`src/rtl/match_controller.sv`:
```
// Two-player match sequencer: serve countdown, scoring with optional win-by-two,
// pause/resume and win detection. All outputs are registered.
module match_controller #(
  parameter int SCORE_W     = 4,
  parameter int WIN_SCORE   = 9,
  parameter int WIN_BY_TWO  = 0,
  parameter int SERVE_DELAY = 1000
) (
  input  logic               clk,
  input  logic               reset,
  input  logic               tick_1ms,
  input  logic               start,
  input  logic               pause,
  input  logic               goal_p1,
  input  logic               goal_p2,
  output logic [SCORE_W-1:0] p1_score,
  output logic [SCORE_W-1:0] p2_score,
  output logic [2:0]         game_state,
  output logic               serve_side,
  output logic               ball_en
);

  localparam int CNT_W = (SERVE_DELAY < 2) ? 1 : $clog2(SERVE_DELAY + 1);
  localparam logic [CNT_W-1:0]   DELAY_LAST = CNT_W'(SERVE_DELAY - 1);
  localparam logic [SCORE_W-1:0] MAX_SCORE  = '1;
  localparam logic [SCORE_W:0]   WIN_W      = (SCORE_W + 1)'(WIN_SCORE);
  localparam logic [SCORE_W:0]   LEAD_W     = (SCORE_W + 1)'(2);

  typedef enum logic [2:0] {
    IDLE   = 3'b000,
    SERVE  = 3'b001,
    PLAY   = 3'b010,
    PAUSE  = 3'b011,
    P1_WIN = 3'b100,
    P2_WIN = 3'b101
  } state_t;

  state_t             state, state_nx, from, from_nx;
  logic [CNT_W-1:0]   cnt, cnt_nx;
  logic [SCORE_W-1:0] p1_nx, p2_nx;
  logic               side_nx;

  logic [SCORE_W:0]   p1_inc, p2_inc;
  logic               p1_sat, p2_sat;
  logic [SCORE_W-1:0] p1_new, p2_new;
  logic               p1_wins, p2_wins;

  // Win check looks at the post-increment score so WIN and final score land together.
  always_comb begin
    p1_inc = {1'b0, p1_score} + 1'b1;
    p2_inc = {1'b0, p2_score} + 1'b1;
    p1_sat = (p1_score == MAX_SCORE);
    p2_sat = (p2_score == MAX_SCORE);
    p1_new = p1_sat ? p1_score : p1_inc[SCORE_W-1:0];
    p2_new = p2_sat ? p2_score : p2_inc[SCORE_W-1:0];
    if (WIN_BY_TWO != 0) begin
      p1_wins = p1_sat || ((p1_inc >= WIN_W) && (p1_inc >= ({1'b0, p2_score} + LEAD_W)));
      p2_wins = p2_sat || ((p2_inc >= WIN_W) && (p2_inc >= ({1'b0, p1_score} + LEAD_W)));
    end else begin
      p1_wins = p1_sat || (p1_inc == WIN_W);
      p2_wins = p2_sat || (p2_inc == WIN_W);
    end
  end

  always_comb begin
    state_nx = state;
    from_nx  = from;
    cnt_nx   = cnt;
    p1_nx    = p1_score;
    p2_nx    = p2_score;
    side_nx  = serve_side;
    case (state)
      IDLE, P1_WIN, P2_WIN: begin
        if (start) begin
          state_nx = SERVE;
          p1_nx    = '0;
          p2_nx    = '0;
          side_nx  = 1'b0;
          cnt_nx   = '0;
        end
      end
      SERVE: begin
        if (pause) begin
          state_nx = PAUSE;
          from_nx  = SERVE;
        end else if (tick_1ms) begin
          if (cnt == DELAY_LAST) begin
            state_nx = PLAY;
            cnt_nx   = '0;
          end else begin
            cnt_nx = cnt + 1'b1;
          end
        end
      end
      PLAY: begin
        if (pause) begin
          state_nx = PAUSE;
          from_nx  = PLAY;
        end else if (goal_p1 && goal_p2) begin
          state_nx = SERVE;
          cnt_nx   = '0;
        end else if (goal_p1) begin
          p1_nx    = p1_new;
          side_nx  = 1'b1;
          cnt_nx   = '0;
          state_nx = p1_wins ? P1_WIN : SERVE;
        end else if (goal_p2) begin
          p2_nx    = p2_new;
          side_nx  = 1'b0;
          cnt_nx   = '0;
          state_nx = p2_wins ? P2_WIN : SERVE;
        end
      end
      PAUSE: begin
        if (pause) state_nx = from;
      end
      default: state_nx = IDLE;
    endcase
  end

  always_ff @(posedge clk) begin
    if (reset) begin
      state      <= IDLE;
      from       <= SERVE;
      cnt        <= '0;
      p1_score   <= '0;
      p2_score   <= '0;
      serve_side <= 1'b0;
      ball_en    <= 1'b0;
    end else begin
      state      <= state_nx;
      from       <= from_nx;
      cnt        <= cnt_nx;
      p1_score   <= p1_nx;
      p2_score   <= p2_nx;
      serve_side <= side_nx;
      ball_en    <= (state_nx == PLAY);
    end
  end

  assign game_state = state;

endmodule

```
`config.mk`:
```
export PLATFORM = sky130hd
export DESIGN_NAME = match_controller
export DESIGN_NICKNAME = d
export VERILOG_FILES = /design/src/rtl/match_controller.sv
export SDC_FILE = /design/constraint.sdc
export NUM_CORES = 1
export LEC_CHECK = 0
export ABC_AREA = 1
export CAP_MARGIN = 20
export CORE_MARGIN = 1.5
export CORE_UTILIZATION = 50
export CTS_BUF_LIST = sky130_fd_sc_hd__clkbuf_8 sky130_fd_sc_hd__clkbuf_16
export DETAILED_ROUTE_END_ITERATION = 6
export PLACE_DENSITY = 0.82
export SLEW_MARGIN = 40
export SYNTH_ARGS = -nofsm -noshare
export SYNTH_HDL_FRONTEND = slang
export SYNTH_SLANG_ARGS = --single-unit
```
`constraint.sdc`:
```
create_clock -name clk -period 1.27 [get_ports clk]
set_input_delay 0.381 -clock clk [delete_from_list [all_inputs] [get_ports clk]]
set_output_delay 0.381 -clock clk [all_outputs]
set_load 0.03 [all_outputs]
```
==> flow_summary.json, run 1 <==
{
  "status": "finished with violations",
  "violations": "negative setup slack",
  "dp_hpwl_mm": 3.05,
  "drt_wl_total_mm": 5.54,
  "grt_max_degree": 14,
  "ir_worst_vdd_uv": 967,
  "drv_slew": 0,
  "syn_inst": 277,
  "initial_utilization": 0.533,
  "finalClockSkew_ps": 2.79,
  "vias": 2126,
  "layout-drive-gt1-share": 0.389,
  "worst_slack_ps": -204,
  "drcViolationCount": 0,
  "ys_seq_area_frac": 0.303,
  "worstMarginPinSlew_ps": 296,
  "cp.required_ps": 1480,
  "portBuffers": 19,
  "timing.fmax_ghz": 0.678,
  "grt_antenna_before_repair": 0,
  "power_density_nw_per_um2": 1200,
  "cp-end-kind": "register",
  "syn-num-nets": 289,
  "drtIter0Drc": 185,
  "h-tree-depth": 1,
  "ys_types": 24,
  "setup-tns-final_ps": -2810,
  "ys_seq_elements": 25,
  "ctsLongestPathBuffers": 2,
  "grt_pass1_wl_mm": 7.68,
  "synthFlopType": "dfxtp_1",
  "syn2layout_area_growth_pct": 55.2,
  "dieArea_um2": 3660,
  "p_leak_nw": 1.15,
  "setup_viol": 28,
  "viasPerCell": 5.55,
  "grt_use_met1": 0.383,
  "fp.dieW_um": 60.5,
  "cts_tree": "yes",
  "syn_area_um2": 1650,
  "grt_pass1_vias": 1795,
  "maxCapViolCount": 0,
  "final_antenna_net_count": 0,
  "clk_latency_ps": 270,
  "antennaDiodeCount": 0,
  "route.detailed.wl_per_inst_um": 14.5,
  "critPathKind": "reg2reg",
  "rsz0062_at_grt": "true",
  "fin_nets": 352,
  "synth_edf_count": 0,
  "reg2reg_slack_ps": -200,
  "rows": 20,
  "grt-ovfl-total": 0,
  "cts.clk_slew.worst_paths_ps": 90,
  "die_h_um": 60.5,
  "async_flop_share": 0,
  "period_share": 1.16,
  "first_pass_iters": 7,
  "start_kind": "register",
  "grt_util_met3": 0.0512,
  "pin_count": 20,
  "arrival_ps": 1690,
  "gr-usage-met2": 0.441,
  "grt.total_usage": 0.281,
  "place_congestion": 0.925,
  "core-area_um2": 3100,
  "hold_viol_final": 0,
  "top_usage_layer": "met2",
  "root_buffer": "clkbuf_8",
  "period_minus_slack_ps": 1470,
  "n_fill_cell": 197,
  "crit_fanout": 5,
  "numClockSinks": 25,
  "p_total_w": 0.00308,
  "ys_warn_count": 0,
  "avgSynthCellArea_um2": 5.97,
  "max_slew_margin": 0.802,
  "cts_buffers": 3,
  "min_path_type": "reg2reg"
}
-- worst paths after layout --
| check | startpoint | endpoint | depth (start not counted) |
|---|---|---|---|
| worst max-delay path | game_state[1] | p1_score[2] | 8 |
| worst min-delay path | from[0] | from[0] | 2 |
| worst max register to register | game_state[1] | p1_score[2] | 8 |
| worst min register to register | from[0] | from[0] | 2 |
-- what timing repair did --
item	CTS	global route
endpoints found under the setup margin	31	34
cloned	3	1
resized for setup	45	32
hold buffers	0	0
buffers inserted	4	2
pin swaps	21	20
-- cell usage in the layout (no fill, tap or decap), types with 5 or more instances in the layout --
cell type / Yosys / final
nand2_4: 0 / 5
nand2_2: 4 / 9
nand3_1: 34 / 25
dfxtp_1: 25 / 12
nor2_2: 0 / 7
a21oi_1: 11 / 8
nand3_2: 2 / 10
buf_6: 0 / 15
dfxtp_2: 0 / 6
inv_1: 32 / 31
buf_4: 0 / 36
nor2_1: 51 / 40
nor2_4: 3 / 9
nand2_1: 83 / 71
dfxtp_4: 0 / 7
nand4_1: 6 / 6
-- logic make-up (layout without fill, tap and decap cells) --
logic type	count (synthesis)	in the layout	synth area share
and+or+nand+nor	189	191	0.510
xor gates and xnor gates	1	1	0.00530
AOI/OAI and AO/OA	17	17	0.0529
buffers and inverters	40	100	0.0915
DFF	25	25	0.303
adders and majority gates	5	5	0.0378
-- routing by layer --
layer | vias to the layer above | share of wire
met5 | - | 0
met4 | 0 | 0.043
met3 | 40 | 0.089
met2 | 137 | 0.47
met1 | 945 | 0.40
li1 | 1004 | -
-- state kept, by name, indices dropped and copies added (netlist names) --
name / cells
p1_score: 4
ball_en: 1
from: 2
cnt: 10
game_state: 3
serve_side: 1
p2_score: 4
-- power breakdown --
| part | leakage, nW | switching, W | internal [W] |
|---|---|---|---|
| clock | 0.0269 | 0.000267 | 0.000217 |
| combinational | 0.913 | 0.000923 | 0.000653 |
| sequential | 0.211 | 0.000125 | 0.000896 |
-- per-stage QoR --
stage                     hold slack (ps)  setup WS (ps)  cells  utilization  instance area [um2]
final                                 473           -204    383        0.827                 2570
after global routing                  509           -247    383        0.827                 2570
after CTS                             476          -52.9    380        0.784                 2430
after detailed placement              453           -564    370        0.713                 2210
after global placement                440           -526    370        0.713                 2210
after floorplan                       429         -0.992    277            -                 1760
-- cell usage after synthesis, types with 2 or more instances --
| master | count | area (um2) |
|---|---|---|
| nand2_1 | 83 | 312 |
| nor2_1 | 51 | 191 |
| nand3_1 | 34 | 170 |
| inv_1 | 32 | 120 |
| dfxtp_1 | 25 | 500 |
| a21oi_1 | 11 | 55.1 |
| nand4_1 | 6 | 37.5 |
| ha_1 | 5 | 62.6 |
| inv_2 | 5 | 18.8 |
| nand2_2 | 4 | 25.0 |
| o21ai_0 | 4 | 20.0 |
| nor2_4 | 3 | 33.8 |
| nand3_2 | 2 | 20.0 |
| nor3b_2 | 2 | 25.0 |
-- cell type report --
class / count / area [um2] / area share
multi-input combinational: 214 / 1270 / 0.495
timing repair buffer: 58 / 499 / 0.194
clock buffer: 3 / 41.3 / 0.0161
inverter: 37 / 159 / 0.0619
timing repair inverter: 1 / 3.75 / 0.00146
sequential: 25 / 534 / 0.208
clock inverter: 1 / 3.75 / 0.00146
tap: 44 / 55.1 / 0.0214
-- worst max-delay path, cell delays in order, from the launching register on --
cell and delay (ps):
dfxtp_4 410, inv_6 50, nor2_4 150, nand4_1 290
nand2_8 190, nor2_4 70, nand3_1 90, nand2_1 60
nor2_1 100
No activity file was read; power rests on OpenSTA's default activity.
==> run 2, diff against run 1 <==
CORE_UTILIZATION = 55   (was 50)
DONT_BUFFER_PORTS = 1   (was not set)
PLACE_DENSITY = 0.79   (was 0.82)
REMOVE_ABC_BUFFERS = 1   (was not set)
==> flow_summary.json, run 2 (synthesized netlist as in run 1, its figures left out) <==
{
  "grt-ovfl-total": 0,
  "critPathKind": "reg2reg",
  "period_share": 1.16,
  "max_stage_delay_ps": 400,
  "cts_tree": "yes",
  "worstMarginPinSlew_ps": 380,
  "whs_ps": 151,
  "layout-drive-gt1-share": 0.350,
  "cts.clk_slew.worst_paths_ps": 90,
  "period_minus_slack_ps": 1470,
  "numClockSinks": 25,
  "finalClockSkew_ps": 2.56,
  "drtIter0Drc": 129,
  "place_area_um2": 2010,
  "worst_slack_ps": -201,
  "ir_worst_vdd_uv": 1240,
  "reg2reg_slack_ps": -200,
  "crit_path_start": "game_state[2]",
  "max_flop_register": "cnt",
  "combPwrFrac": 0.502,
  "grt_max_degree": 14,
  "h-tree-depth": 1,
  "crit_slowest_cell": "dfxtp_4",
  "crit_fanout": 9,
  "hold_buffers": 0,
  "drcViolationCount": 1,
  "arrival_ps": 1680,
  "grt_pass1_vias": 1794,
  "timing.fmax_ghz": 0.680,
  "portBuffers": 0,
  "dieArea_um2": 3350,
  "antennaDiodeCount": 0,
  "cp-end-kind": "register",
  "setup_viol": 24,
  "power_density_nw_per_um2": 1270,
  "maxCapViolCount": 0,
  "grt_pass1_wl_mm": 7.62,
  "final_area_um2": 2370,
  "final_antenna_net_count": 0,
  "clk_latency_ps": 270,
  "p_int_w": 0.00173,
  "p_seq_frac": 0.337,
  "root_buffer": "clkbuf_8",
  "pin_count": 20,
  "crit_top_cell": "nand2_1",
  "dp_hpwl_mm": 3.01,
  "reg.largest.list": "cnt: 10 flops, p1_score: 4 flops, p2_score: 4 flops",
  "viasPerCell": 5.83,
  "final_common_cell": "nand2_1",
  "setup.worst_path.end": "p1_score[3]",
  "drt_wl_total_mm": 5.31,
  "die_h_um": 57.8,
  "fp.dieW_um": 57.8,
  "rsz0062_at_grt": "true",
  "rows": 19,
  "largest_reg_flops": 10,
  "initial_utilization": 0.590,
  "first_pass_iters": 7,
  "drv_slew": 0,
  "start_kind": "register",
  "fin_nets": 336,
  "crit_chain": "nor3_2 -> buf_4 -> nand2_1 -> nand3_1 -> nand2_1 -> nor2_1",
  "violations": "design-rule violations, negative setup slack",
  "mostFrequentLayoutCells": "73 x nand2_1, 39 x nor2_1, 38 x buf_4",
  "p_sw_w": 0.00128,
  "worst-path-stages": 6,
  "crit_family": "simple AND/OR/NAND/NOR gates",
  "min_path_type": "in2reg",
  "grt.total_usage": 0.293,
  "p_total_w": 0.00302,
  "r2r_cells": 6,
  "max_slew_margin": 0.745,
  "dp.cells": 347,
  "clkPwrFrac": 0.161,
  "syn2layout_area_growth_pct": 43.2,
  "place_congestion": 0.879,
  "route.detailed.wl_per_inst_um": 15.0,
  "hold_viol_final": 0,
  "regToRegEndpoint": "p1_score[3]",
  "cp.required_ps": 1480,
  "reg2reg_from": "game_state[2]",
  "cts_buffers": 3,
  "status": "finished with violations",
  "swShare": 0.425,
  "stdcell_count": 354,
  "grt_antenna_before_repair": 0,
  "p_leak_nw": 1.06,
  "critical_path_buf_inv_count": 1,
  "ctsLongestPathBuffers": 2,
  "vias": 2063,
  "core-area_um2": 2810,
  "hold_depth": 1
}
run 2: cell count changes in the layout (fill, tap and decap cells not counted), sizes merged:
| cell | previous run | this run |
|---|---|---|
| buf | 52 | 44 |
| clkdlybuf4s15 | 1 | 0 |
| clkinv | 0 | 1 |
| nor2 | 56 | 55 |
| clkdlybuf4s50 | 1 | 0 |
| dlygate4sd2 | 4 | 0 |
| inv | 39 | 37 |
run 2: power by group through the flow:
stage,sequential [W],combinational (W),clock [W]
after floorplan,0.00113,0.000584,0
after global placement,0.000990,0.00111,0
after detailed placement,0.000992,0.00113,0
after CTS,0.000994,0.00129,0.000483
after global routing,0.00103,0.00164,0.000509
final,0.00102,0.00151,0.000485
run 2: timing repair:
item                       CTS  global route
pin swaps                   11            17
setup endpoints to repair   26            27
buffers inserted             1             2
gates resized for setup     43            43
cloned                       1             0
run 2: worst min path at each step:
stage | end | from | slack [ps]
CTS | game_state[0] | reset | 150
finish | game_state[2] | reset | 150
floorplan | from[0] | from[0] | 430
global route | game_state[0] | reset | 150
global placement | from[0] | from[0] | 450
detailed placement | cnt[3] | reset | 450
run 2: final cells by class:
class / instances / area [um2]
multi-input cells: 213 / 1200
flip-flops and latches: 25 / 527
fillers: 167 / 437
repair buffers: 44 / 388
inverters: 37 / 166
clock buffers: 3 / 41.3
well taps: 31 / 38.8
clock inverters: 1 / 3.75
run 2: stage by stage:
step,util,setup slack (ps),TNS [ps]
after global placement,0.716,-140,-2440
final,0.844,-201,-2680
after global routing,0.844,-244,-4240
after CTS,0.787,-96.9,-1070
after floorplan,-,-503,-7630
after detailed placement,0.716,-237,-3890
run 2: metal layers:
metal	part of all wire	wire length, um	track usage	vias to the layer above
li1	-	-	-	967
met1	0.38	2040	0.337	931
met2	0.50	2630	0.519	131
met3	0.072	384	0.0402	34
met4	0.048	256	0.163	0
met5	0	0	0	-
==> run 3, diff against run 2 <==
GPL_ROUTABILITY_DRIVEN = 0   (was not set)
HOLD_SLACK_MARGIN = 0.1   (was not set)
REMOVE_ABC_BUFFERS = not set   (was 1)
==> flow_summary.json, run 3 (synthesized netlist as in run 1, its figures left out) <==
{
  "status": "finished with violations",
  "violations": "design-rule violations, negative setup slack",
  "critical_path_buf_inv_count": 2,
  "portBuffers": 0,
  "pin_count": 20,
  "numClockSinks": 25,
  "cts_buffers": 3,
  "fin_nets": 334,
  "worst_slack_ps": -205,
  "final_common_cell": "nand2_1",
  "worstHoldStart": "reset",
  "worstMarginPinSlew_ps": 320,
  "mostFrequentLayoutCells": "68 x nand2_1, 40 x nor2_1, 34 x buf_4",
  "n_fill_cell": 152,
  "r2r_cells": 9,
  "period_minus_slack_ps": 1480,
  "crit_chain": "inv_4 -> nand2_4 -> nand2_4 -> o21ai_1 -> nand3_1 -> nor2_1 -> buf_4 -> nand2_1 -> a21oi_2",
  "critPathKind": "reg2reg",
  "crit_slowest_cell": "dfxtp_4",
  "drtIter0Drc": 220,
  "hold_depth": 1,
  "max_stage_delay_ps": 420,
  "max_flop_register": "cnt",
  "reg2reg_slack_ps": -210,
  "cp-end-kind": "register",
  "maxCapViolCount": 0,
  "final-seq-area_um2": 534,
  "layout-drive-gt1-share": 0.386,
  "drv_slew": 0,
  "initial_utilization": 0.590,
  "ctsLongestPathBuffers": 2,
  "syn2layout_area_growth_pct": 45.7,
  "power_density_nw_per_um2": 1230,
  "cp.required_ps": 1480,
  "rows": 19,
  "rsz0062_at_grt": "true",
  "p_leak_nw": 1.05,
  "crit_family": "simple AND/OR/NAND/NOR gates",
  "grt_max_degree": 15,
  "setup_viol": 24,
  "core-area_um2": 2810,
  "cts_tree": "yes",
  "hold_viol_final": 0,
  "timing.fmax_ghz": 0.678,
  "vias": 2083,
  "crit_top_cell": "nand2_4",
  "min_path_type": "in2reg",
  "die_h_um": 57.8,
  "fp.dieW_um": 57.8,
  "crit_path_start": "game_state[2]",
  "clk_latency_ps": 270,
  "setup-tns-final_ps": -2640,
  "reg2reg_from": "game_state[2]",
  "arrival_ps": 1680,
  "grt_pass1_vias": 1781,
  "dp_hpwl_mm": 2.87,
  "largest_reg_flops": 10,
  "drt_wl_total_mm": 5.73,
  "worst-path-stages": 9,
  "hold_buffers": 0,
  "route.detailed.wl_per_inst_um": 16.3,
  "grt_antenna_before_repair": 0,
  "h-tree-depth": 1,
  "antennaDiodeCount": 0,
  "start_kind": "register",
  "reg.largest.list": "cnt: 10 flops, p1_score: 4 flops, p2_score: 4 flops",
  "root_buffer": "clkbuf_8",
  "ir_worst_vdd_uv": 1040,
  "whs_ps": 149,
  "dieArea_um2": 3350,
  "drcViolationCount": 2,
  "viasPerCell": 5.92,
  "finalClockSkew_ps": 2.91,
  "grt-ovfl-total": 0,
  "cts.clk_slew.worst_paths_ps": 90,
  "crit_fanout": 6,
  "first_pass_iters": 7,
  "max_slew_margin": 0.787,
  "period_share": 1.16,
  "grt.total_usage": 0.300,
  "final_antenna_net_count": 0,
  "multiInputGateArea_um2": 1280,
  "grt_pass1_wl_mm": 7.91
}
==> run 3: worst reg2reg max path: stages, from the launching register on <==
cell and delay, ps:
dfxtp_4 420, inv_4 70, nand2_4 90, nand2_4 70, o21ai_1 90, nand3_1 130, nor2_1 160, buf_4 160
nand2_1 70, a21oi_2 140
==> run 3: area by class of cell <==
type                    instances  area share
multi-input cells             213       0.532
inverters                      37      0.0628
flip-flops and latches         25       0.222
repair buffers                 42       0.148
clock buffers                   3      0.0171
clock inverters                 1     0.00156
well taps                      31      0.0161
==> run 3: repair_timing <==
action,4_1_cts,5_1_grt
cloned,1,0
pin swaps,22,28
setup buffers,7,3
endpoints found under the setup margin,23,27
gates resized for setup,19,46
==> run 3: per-stage QoR <==
step	power [W]	std cells	cell area (um2)	setup WS, ps	util
6_report	0.00296	352	2410	-205	0.859
5_1_grt	0.00313	352	2410	-290	0.859
4_1_cts	0.00276	349	2230	-50.9	0.796
3_5_place_dp	0.00216	337	2030	-84.8	0.724
3_3_place_gp	0.00214	337	2030	-72.8	0.724
2_1_floorplan	0.00181	277	1760	-0.992	-
==> run 3: layer usage <==
metal  track usage  part of all wire  wire length [um]
met5             0                 0                 0
met4        0.0864             0.033               191
met3        0.0647             0.093               533
met2         0.521              0.49              2830
met1         0.373              0.38              2170
==> run 3: final timing paths <==
path                         to
setup / recovery         cnt[3]
hold / removal    game_state[2]
setup reg to reg         cnt[3]
hold reg to reg         from[0]
==> run 3: power breakdown <==
group	internal, W	switching (W)	leakage (nW)
Sequential	0.000897	0.000150	0.211
Clock	0.000217	0.000256	0.0269
Combinational	0.000578	0.000865	0.816
